===== src/rtl/rb_access_sequencer_if.sv =====
// Handshake and bank/memory signal bundle for the register-bank access sequencer.
// The master side issues microinstructions and answers memory requests; the slave side is the sequencer.
interface rb_access_sequencer_if;
  logic       ui_valid;
  logic       ui_ready;
  logic [4:0] ui_busA;
  logic [5:0] ui_busB;
  logic [5:0] ui_busC;
  logic [1:0] ui_MC;
  logic [4:0] busA;
  logic [5:0] busB;
  logic [5:0] busC;
  logic       regRead;
  logic       workRegRead;
  logic       regWrite;
  logic       workRegWrite;
  logic       dataC_sel;
  logic       mem_req;
  logic       mem_we;
  logic       mem_ack;
  logic       done;
  logic       err;

  modport master (
    output ui_valid, ui_busA, ui_busB, ui_busC, ui_MC, mem_ack,
    input  ui_ready, busA, busB, busC, regRead, workRegRead, regWrite, workRegWrite,
           dataC_sel, mem_req, mem_we, done, err
  );

  modport slave (
    input  ui_valid, ui_busA, ui_busB, ui_busC, ui_MC, mem_ack,
    output ui_ready, busA, busB, busC, regRead, workRegRead, regWrite, workRegWrite,
           dataC_sel, mem_req, mem_we, done, err
  );
endinterface


===== src/rtl/rb_access_sequencer.sv =====
// Microinstruction sequencer for the 36-entry register bank: READ -> EXEC -> (MEM) -> WRITE -> DONE,
// with all bank, memory and handshake outputs registered.
module rb_access_sequencer #(
  parameter logic [5:0]  WR_IDX   = 6'd34,
  parameter logic [5:0]  NOP_IDX  = 6'd35,
  parameter int unsigned EXEC_CYC = 2,
  parameter int unsigned MEM_TMO  = 15
) (
  input logic                  clk,
  input logic                  rst,
  rb_access_sequencer_if.slave seq
);

  typedef enum logic [2:0] {
    S_IDLE, S_READ, S_EXEC, S_MEM_WR, S_MEM_RD, S_WRITE, S_DONE
  } state_t;

  localparam logic [3:0] EXEC_LOAD = 4'(EXEC_CYC - 1);
  localparam logic [7:0] TMO_LAST  = 8'(MEM_TMO - 1);

  state_t     state;
  logic [1:0] mc;
  logic [3:0] exec_cnt;
  logic [7:0] wait_cnt;

  always_ff @(posedge clk) begin
    if (rst) begin
      state             <= S_IDLE;
      mc                <= '0;
      exec_cnt          <= '0;
      wait_cnt          <= '0;
      seq.ui_ready      <= 1'b1;
      seq.busA          <= '0;
      seq.busB          <= '0;
      seq.busC          <= '0;
      seq.regRead       <= 1'b0;
      seq.workRegRead   <= 1'b0;
      seq.regWrite      <= 1'b0;
      seq.workRegWrite  <= 1'b0;
      seq.dataC_sel     <= 1'b0;
      seq.mem_req       <= 1'b0;
      seq.mem_we        <= 1'b0;
      seq.done          <= 1'b0;
      seq.err           <= 1'b0;
    end else begin
      // NOTE: single-cycle pulses default low here; a later non-blocking assignment in the case below wins.
      seq.regRead      <= 1'b0;
      seq.workRegRead  <= 1'b0;
      seq.regWrite     <= 1'b0;
      seq.workRegWrite <= 1'b0;
      seq.done         <= 1'b0;
      seq.err          <= 1'b0;

      unique case (state)
        S_IDLE: begin
          if (seq.ui_valid) begin
            seq.ui_ready <= 1'b0;
            // An illegal MC retires immediately with err and leaves the bank buses untouched.
            if (seq.ui_MC == 2'b11) begin
              seq.err  <= 1'b1;
              seq.done <= 1'b1;
              state    <= S_DONE;
            end else begin
              seq.busA        <= seq.ui_busA;
              seq.busB        <= seq.ui_busB;
              seq.busC        <= seq.ui_busC;
              mc              <= seq.ui_MC;
              seq.regRead     <= 1'b1;
              seq.workRegRead <= (seq.ui_busB == WR_IDX);
              state           <= S_READ;
            end
          end
        end

        S_READ: begin
          exec_cnt <= EXEC_LOAD;
          state    <= S_EXEC;
        end

        S_EXEC: begin
          if (exec_cnt != '0) begin
            exec_cnt <= exec_cnt - 4'd1;
          end else if (mc[0]) begin
            seq.mem_req <= 1'b1;
            seq.mem_we  <= 1'b1;
            wait_cnt    <= '0;
            state       <= S_MEM_WR;
          end else if (mc[1]) begin
            seq.mem_req <= 1'b1;
            seq.mem_we  <= 1'b0;
            wait_cnt    <= '0;
            state       <= S_MEM_RD;
          end else if (seq.busC == NOP_IDX) begin
            seq.done <= 1'b1;
            state    <= S_DONE;
          end else begin
            seq.regWrite     <= (seq.busC != WR_IDX);
            seq.workRegWrite <= (seq.busC == WR_IDX);
            state            <= S_WRITE;
          end
        end

        S_MEM_WR, S_MEM_RD: begin
          if (seq.mem_ack) begin
            seq.mem_req <= 1'b0;
            seq.mem_we  <= 1'b0;
            // Read data lands in the working register regardless of the requested destination.
            if (state == S_MEM_RD) begin
              seq.busC         <= WR_IDX;
              seq.dataC_sel    <= 1'b1;
              seq.workRegWrite <= 1'b1;
              state            <= S_WRITE;
            end else if (seq.busC == NOP_IDX) begin
              seq.done <= 1'b1;
              state    <= S_DONE;
            end else begin
              seq.regWrite     <= (seq.busC != WR_IDX);
              seq.workRegWrite <= (seq.busC == WR_IDX);
              state            <= S_WRITE;
            end
          end else if (wait_cnt == TMO_LAST) begin
            seq.mem_req <= 1'b0;
            seq.mem_we  <= 1'b0;
            seq.err     <= 1'b1;
            seq.done    <= 1'b1;
            state       <= S_DONE;
          end else begin
            wait_cnt <= wait_cnt + 8'd1;
          end
        end

        S_WRITE: begin
          seq.dataC_sel <= 1'b0;
          seq.done      <= 1'b1;
          state         <= S_DONE;
        end

        S_DONE: begin
          seq.ui_ready <= 1'b1;
          state        <= S_IDLE;
        end

        default: state <= S_IDLE;
      endcase
    end
  end

endmodule


===== src/flat_wrapper.sv =====
// flat-port wrapper written by rule: the top's interface ports become plain ports
module rb_access_sequencer_flat 
#(
  parameter logic [5:0]  WR_IDX   = 6'd34,
  parameter logic [5:0]  NOP_IDX  = 6'd35,
  parameter int unsigned EXEC_CYC = 2,
  parameter int unsigned MEM_TMO  = 15
)
  (clk, rst, seq_ui_valid, seq_ui_busA, seq_ui_busB, seq_ui_busC, seq_ui_MC, seq_mem_ack, seq_ui_ready, seq_busA, seq_busB, seq_busC, seq_regRead, seq_workRegRead, seq_regWrite, seq_workRegWrite, seq_dataC_sel, seq_mem_req, seq_mem_we, seq_done, seq_err);
  rb_access_sequencer_if seq_i ();
  input logic clk;
  input logic rst;
  input wire logic [$bits(seq_i.ui_valid)-1:0] seq_ui_valid;
  input wire logic [$bits(seq_i.ui_busA)-1:0] seq_ui_busA;
  input wire logic [$bits(seq_i.ui_busB)-1:0] seq_ui_busB;
  input wire logic [$bits(seq_i.ui_busC)-1:0] seq_ui_busC;
  input wire logic [$bits(seq_i.ui_MC)-1:0] seq_ui_MC;
  input wire logic [$bits(seq_i.mem_ack)-1:0] seq_mem_ack;
  output wire logic [$bits(seq_i.ui_ready)-1:0] seq_ui_ready;
  output wire logic [$bits(seq_i.busA)-1:0] seq_busA;
  output wire logic [$bits(seq_i.busB)-1:0] seq_busB;
  output wire logic [$bits(seq_i.busC)-1:0] seq_busC;
  output wire logic [$bits(seq_i.regRead)-1:0] seq_regRead;
  output wire logic [$bits(seq_i.workRegRead)-1:0] seq_workRegRead;
  output wire logic [$bits(seq_i.regWrite)-1:0] seq_regWrite;
  output wire logic [$bits(seq_i.workRegWrite)-1:0] seq_workRegWrite;
  output wire logic [$bits(seq_i.dataC_sel)-1:0] seq_dataC_sel;
  output wire logic [$bits(seq_i.mem_req)-1:0] seq_mem_req;
  output wire logic [$bits(seq_i.mem_we)-1:0] seq_mem_we;
  output wire logic [$bits(seq_i.done)-1:0] seq_done;
  output wire logic [$bits(seq_i.err)-1:0] seq_err;
  assign seq_i.ui_valid = seq_ui_valid;
  assign seq_i.ui_busA = seq_ui_busA;
  assign seq_i.ui_busB = seq_ui_busB;
  assign seq_i.ui_busC = seq_ui_busC;
  assign seq_i.ui_MC = seq_ui_MC;
  assign seq_i.mem_ack = seq_mem_ack;
  assign seq_ui_ready = seq_i.ui_ready;
  assign seq_busA = seq_i.busA;
  assign seq_busB = seq_i.busB;
  assign seq_busC = seq_i.busC;
  assign seq_regRead = seq_i.regRead;
  assign seq_workRegRead = seq_i.workRegRead;
  assign seq_regWrite = seq_i.regWrite;
  assign seq_workRegWrite = seq_i.workRegWrite;
  assign seq_dataC_sel = seq_i.dataC_sel;
  assign seq_mem_req = seq_i.mem_req;
  assign seq_mem_we = seq_i.mem_we;
  assign seq_done = seq_i.done;
  assign seq_err = seq_i.err;
  rb_access_sequencer #(.WR_IDX(WR_IDX), .NOP_IDX(NOP_IDX), .EXEC_CYC(EXEC_CYC), .MEM_TMO(MEM_TMO)) u_core (.clk(clk), .rst(rst), .seq(seq_i));
endmodule

===== config.mk =====
export PLATFORM = sky130hd
export DESIGN_NAME = rb_access_sequencer_flat
export DESIGN_NICKNAME = d
export VERILOG_FILES = /design/src/rtl/rb_access_sequencer_if.sv /design/src/rtl/rb_access_sequencer.sv /design/src/flat_wrapper.sv
export SDC_FILE = /design/constraint.sdc
export NUM_CORES = 1
export LEC_CHECK = 0
export BUFFER_PORTS_ARGS = -buffer_cell sky130_fd_sc_hd__buf_2
export CORE_MARGIN = 5
export CORE_UTILIZATION = 45
export DETAILED_ROUTE_END_ITERATION = 16
export PLACE_DENSITY = 0.69
export SLEW_MARGIN = 20
export SYNTH_ARGS = -nofsm -noshare
export SYNTH_HDL_FRONTEND = slang
export SYNTH_SLANG_ARGS = --single-unit

===== constraint.sdc =====
create_clock -name clk -period 2 [get_ports clk]
set_clock_uncertainty 0.05 [all_clocks]
set_input_delay 0.1 -clock clk [delete_from_list [all_inputs] [get_ports clk]]
set_output_delay 0.1 -clock clk [all_outputs]
set_load 0.01 [all_outputs]

==> key figures <==
Yosys
  • Number of synthesized flops with an enable pin: 0
  • Synth warn: 0
  • Post-Syn Area: 0.00209 sq mm
  • Top_reg_cell synth: dfxtp_1
  • Post-synthesis cell count: 256
  • Top cell type by total area after synthesis: dfxtp_1
  • Distinct cells, synth: 50
  • Sequential area share after synthesis: 42.2%
  • Async SR Flop Fraction: 0%
  • Top-area cell type share of the netlist area: 42.2%
  • Syn Nets: 282
  • Top cells by area, synth: dfxtp_1 (42%), a21oi_1 (7.9%), nand2_1 (6.5%)
  • Synthesis-stage register bit count: 44
  • Syn Area/Cell: 8.16 sq um

Worst setup path
  • Worst Path Arrival: 2000 ps
  • Crit. End Element: flop
  • CP peak stage delay: 440 ps
  • Startpoint Class: flop
  • Critical Setup Path Class: reg -> reg
  • CP Max Fanout: 12
  • Worst endpoint required time: 2140 ps
  • CP cell instances: or3b_4 > a221oi_2 > buf_4 > nand4_1 > xor2_1 > nor2_2
  • Worst path slowest cell: or3b_4

Layout
  • Layout cells sized above 1: 25.6%
  • Area grow syn2layout: 27.6%
  • Number of diodes: 0
  • Final std cells w/o fill: 372
  • Nets: 345

STA
  • RSZ-0062 raised after global routing: no
  • Worst Tran Pin Value: 434 ps
  • Fin Hold WS: -0.112 ps
  • Slew headroom: 70.9%
  • Fmax: 536 MHz
  • Final Hold Fails: 1
  • Finish-stage setup viols: 0
  • Slew Limit Fails: 0
  • Tcrit/Tclk final: 93.4%
  • Minimum clock period: 1870 ps

GRT
  • GRT Overall Usage: 17.1%
  • Initial antenna violation count: 0
  • Vias in the first global route: 1,969
  • Pin count of the biggest net entering global routing: 21
  • First-pass GRT wire length: 8730 um
  • GRT Residual Overflow: 0

Power
  • Peak supply drop: 0.659 mV
  • Internal power: 0.00221 W
  • Switching portion of total power: 38.0%
  • Sequential share of power: 34.1%
  • Power after layout: 0.00356 W
  • NetSw: 0.00135 W
  • Pwr/cell area: 1340 mW/mm^2
  • Leakage: 1.17 nW
  • Clock power share: 20.6%
  • Logic pwr share: 45.3%

Clocking
  • CTS tree: built
  • H-tree levels: 2
  • Worst-Skew Late Latency: 300 ps
  • Num CTS Buffers: 5
  • CTS root buf: clkbuf_8
  • Post-CTS Setup Bufs: 0
  • CTS max path bufs: 2
  • CTS clk-pin slew, worst paths: 80 ps
  • CTS Sinks: 44

Run
  • Max Cap Viol: 0

Run status
  • Run status: finished, violations left
  • Failing checks: negative hold slack

Die
  • Number of top-level pins: 50
  • Row count: 24
  • Die Height: 78.1 um
  • Starting Density: 47.3%
  • Die area: 0.00610 sq mm
  • Chip Width: 78.1 um
  • Core ar.: 0.00441 sq mm

Drt
  • Total iterations of the first detailed-routing run: 4
  • Antenna viol nets, final: 0
  • DRC viols: 0
  • WL per Instance: 14.2 um
  • 1st-iter DRT viols: 131
  • Vias per Instance: 5.56
  • Via count: 2,070
  • Final wirelength: 5260 um

Placement
  • Placer Congestion: 0.911
  • Dpl cells: 356
  • Buffers on Ports: 49
  • HPWL after detailed placement: 3860 um

Hold path
  • Hold Path Class: in -> reg
-- worst max-delay path: cells and delay by family (launching register included) --
kind | cells | cell delay, ps
DFF | 1 | 410
buffers and inverters | 1 | 220
AOI/OAI and AO/OA | 1 | 280
xor gates and xnor gates | 1 | 190
and+or+nand+nor | 3 | 600
-- power by group through the flow --
stage,clock (W),sequential [W],combinational [W]
final,0.000735,0.00122,0.00161
after global routing,0.000793,0.00125,0.00178
after CTS,0.000753,0.00120,0.00157
after detailed placement,0,0.00122,0.00151
after global placement,0,0.00122,0.00150
after floorplan,0,0.00121,0.00105
-- cell usage after synthesis, types with 2 or more instances --
| library cell | instances |
|---|---|
| a21o_1 | 3 |
| nor3_1 | 8 |
| a211oi_1 | 7 |
| nand3_1 | 6 |
| and4b_1 | 2 |
| inv_1 | 7 |
| and2_1 | 5 |
| o31ai_1 | 2 |
| xnor2_1 | 2 |
| nor4_1 | 2 |
| or3_1 | 3 |
| ha_1 | 3 |
| nor4b_1 | 3 |
| nor2b_1 | 2 |
| o21ai_0 | 7 |
| nor2_1 | 25 |
| nand2b_1 | 5 |
| xor2_1 | 6 |
| a22oi_1 | 4 |
| o21a_1 | 2 |
| clkbuf_1 | 10 |
| buf_2 | 2 |
| and3_1 | 2 |
| a21oi_1 | 33 |
| dfxtp_1 | 44 |
| buf_6 | 2 |
| nand2_1 | 36 |
-- cell type report --
class	count	area [sq um]
Multi-Input combinational cell	191	1140
Sequential cell	44	881
Fill cell	402	1750
Clock buffer	7	96.3
Clock inverter	1	30.0
Timing Repair Buffer	70	423
Inverter	7	26.3
Tap cell	52	65.1
-- registers in the layout (all words and copies together) (netlist names), 2 cells and up --
name,flops
u_core.exec_cnt,4
u_core.seq.busB,6
u_core.seq.busA,5
u_core.seq.busC,6
u_core.state,3
u_core.mc,2
u_core.wait_cnt,8
-- repair_timing --
action	CTS	global route
endpoints found under the hold margin	8	0
setup endpoints to repair	8	5
hold buffers	8	0
resized for setup	3	3
-- routing by layer --
| metal | wire, um | up-vias | GRT usage [%] |
|---|---|---|---|
| li1 | - | 1038 | - |
| met1 | 2220 | 946 | 21.5 |
| met2 | 2470 | 82 | 26.7 |
| met3 | 540 | 4 | 6.75 |
| met4 | 39 | 0 | 5.41 |
| met5 | 0 | - | 0 |
-- logic make-up (layout without fill, tap and decap cells) --
| family | count (synthesis) | count (layout) | synth area share [%] |
|---|---|---|---|
| xor+xnor | 8 | 8 | 3.36 |
| fa+ha+maj | 3 | 3 | 1.80 |
| simple gates | 109 | 109 | 26.2 |
| buf+inv | 21 | 85 | 4.61 |
| mux | 1 | 1 | 0.539 |
| flops | 44 | 44 | 42.2 |
| compound gates | 70 | 70 | 21.3 |
-- placed cells by master (no fill, tap or decap), types with 4 or more instances in the layout --
master / netlist / layout
nand3_1: 6 / 6
nand2b_1: 5 / 5
a211oi_1: 7 / 5
o21ai_0: 7 / 7
clkbuf_8: 0 / 7
nor3_1: 8 / 8
nand2_1: 36 / 36
dfxtp_1: 44 / 44
buf_4: 0 / 13
buf_2: 2 / 49
dlygate4sd3_1: 0 / 8
a21oi_1: 33 / 33
and2_1: 5 / 5
xor2_1: 6 / 6
nor2_1: 25 / 25
a22oi_1: 4 / 4
inv_1: 7 / 7
-- per-stage QoR --
| stage | setup WS [ps] | util [%] | hold WS [ps] | instance area (sq um) | TNS [ps] |
|---|---|---|---|---|---|
| 3_3_place_gp | 18.3 | 55.0 | 291 | 2430 | 0 |
| 5_1_grt | 24.9 | 60.3 | 13.9 | 2660 | 0 |
| 4_1_cts | 19.3 | 60.0 | 0.628 | 2650 | 0 |
| 2_1_floorplan | 137 | - | 130 | 2090 | 0 |
| 3_5_place_dp | -109 | 55.0 | 297 | 2430 | -136 |
| 6_report | 133 | 60.3 | -0.112 | 2660 | 0 |
-- final timing paths --
| path | slack (ps) | depth (start not counted) | startpoint | to |
|---|---|---|---|---|
| worst min register to register | 400 | 2 | u_core.seq.busA[3] | u_core.seq.busA[3] |
| worst max register to register | 130 | 6 | u_core.state[1] | u_core.wait_cnt[4] |
| worst max-delay path | 130 | 6 | u_core.state[1] | u_core.wait_cnt[4] |
| worst min-delay path | -0.1 | 3 | seq_ui_busC[2] | u_core.seq.busC[2] |
Note: power is estimated with default switching activity, not from simulation.
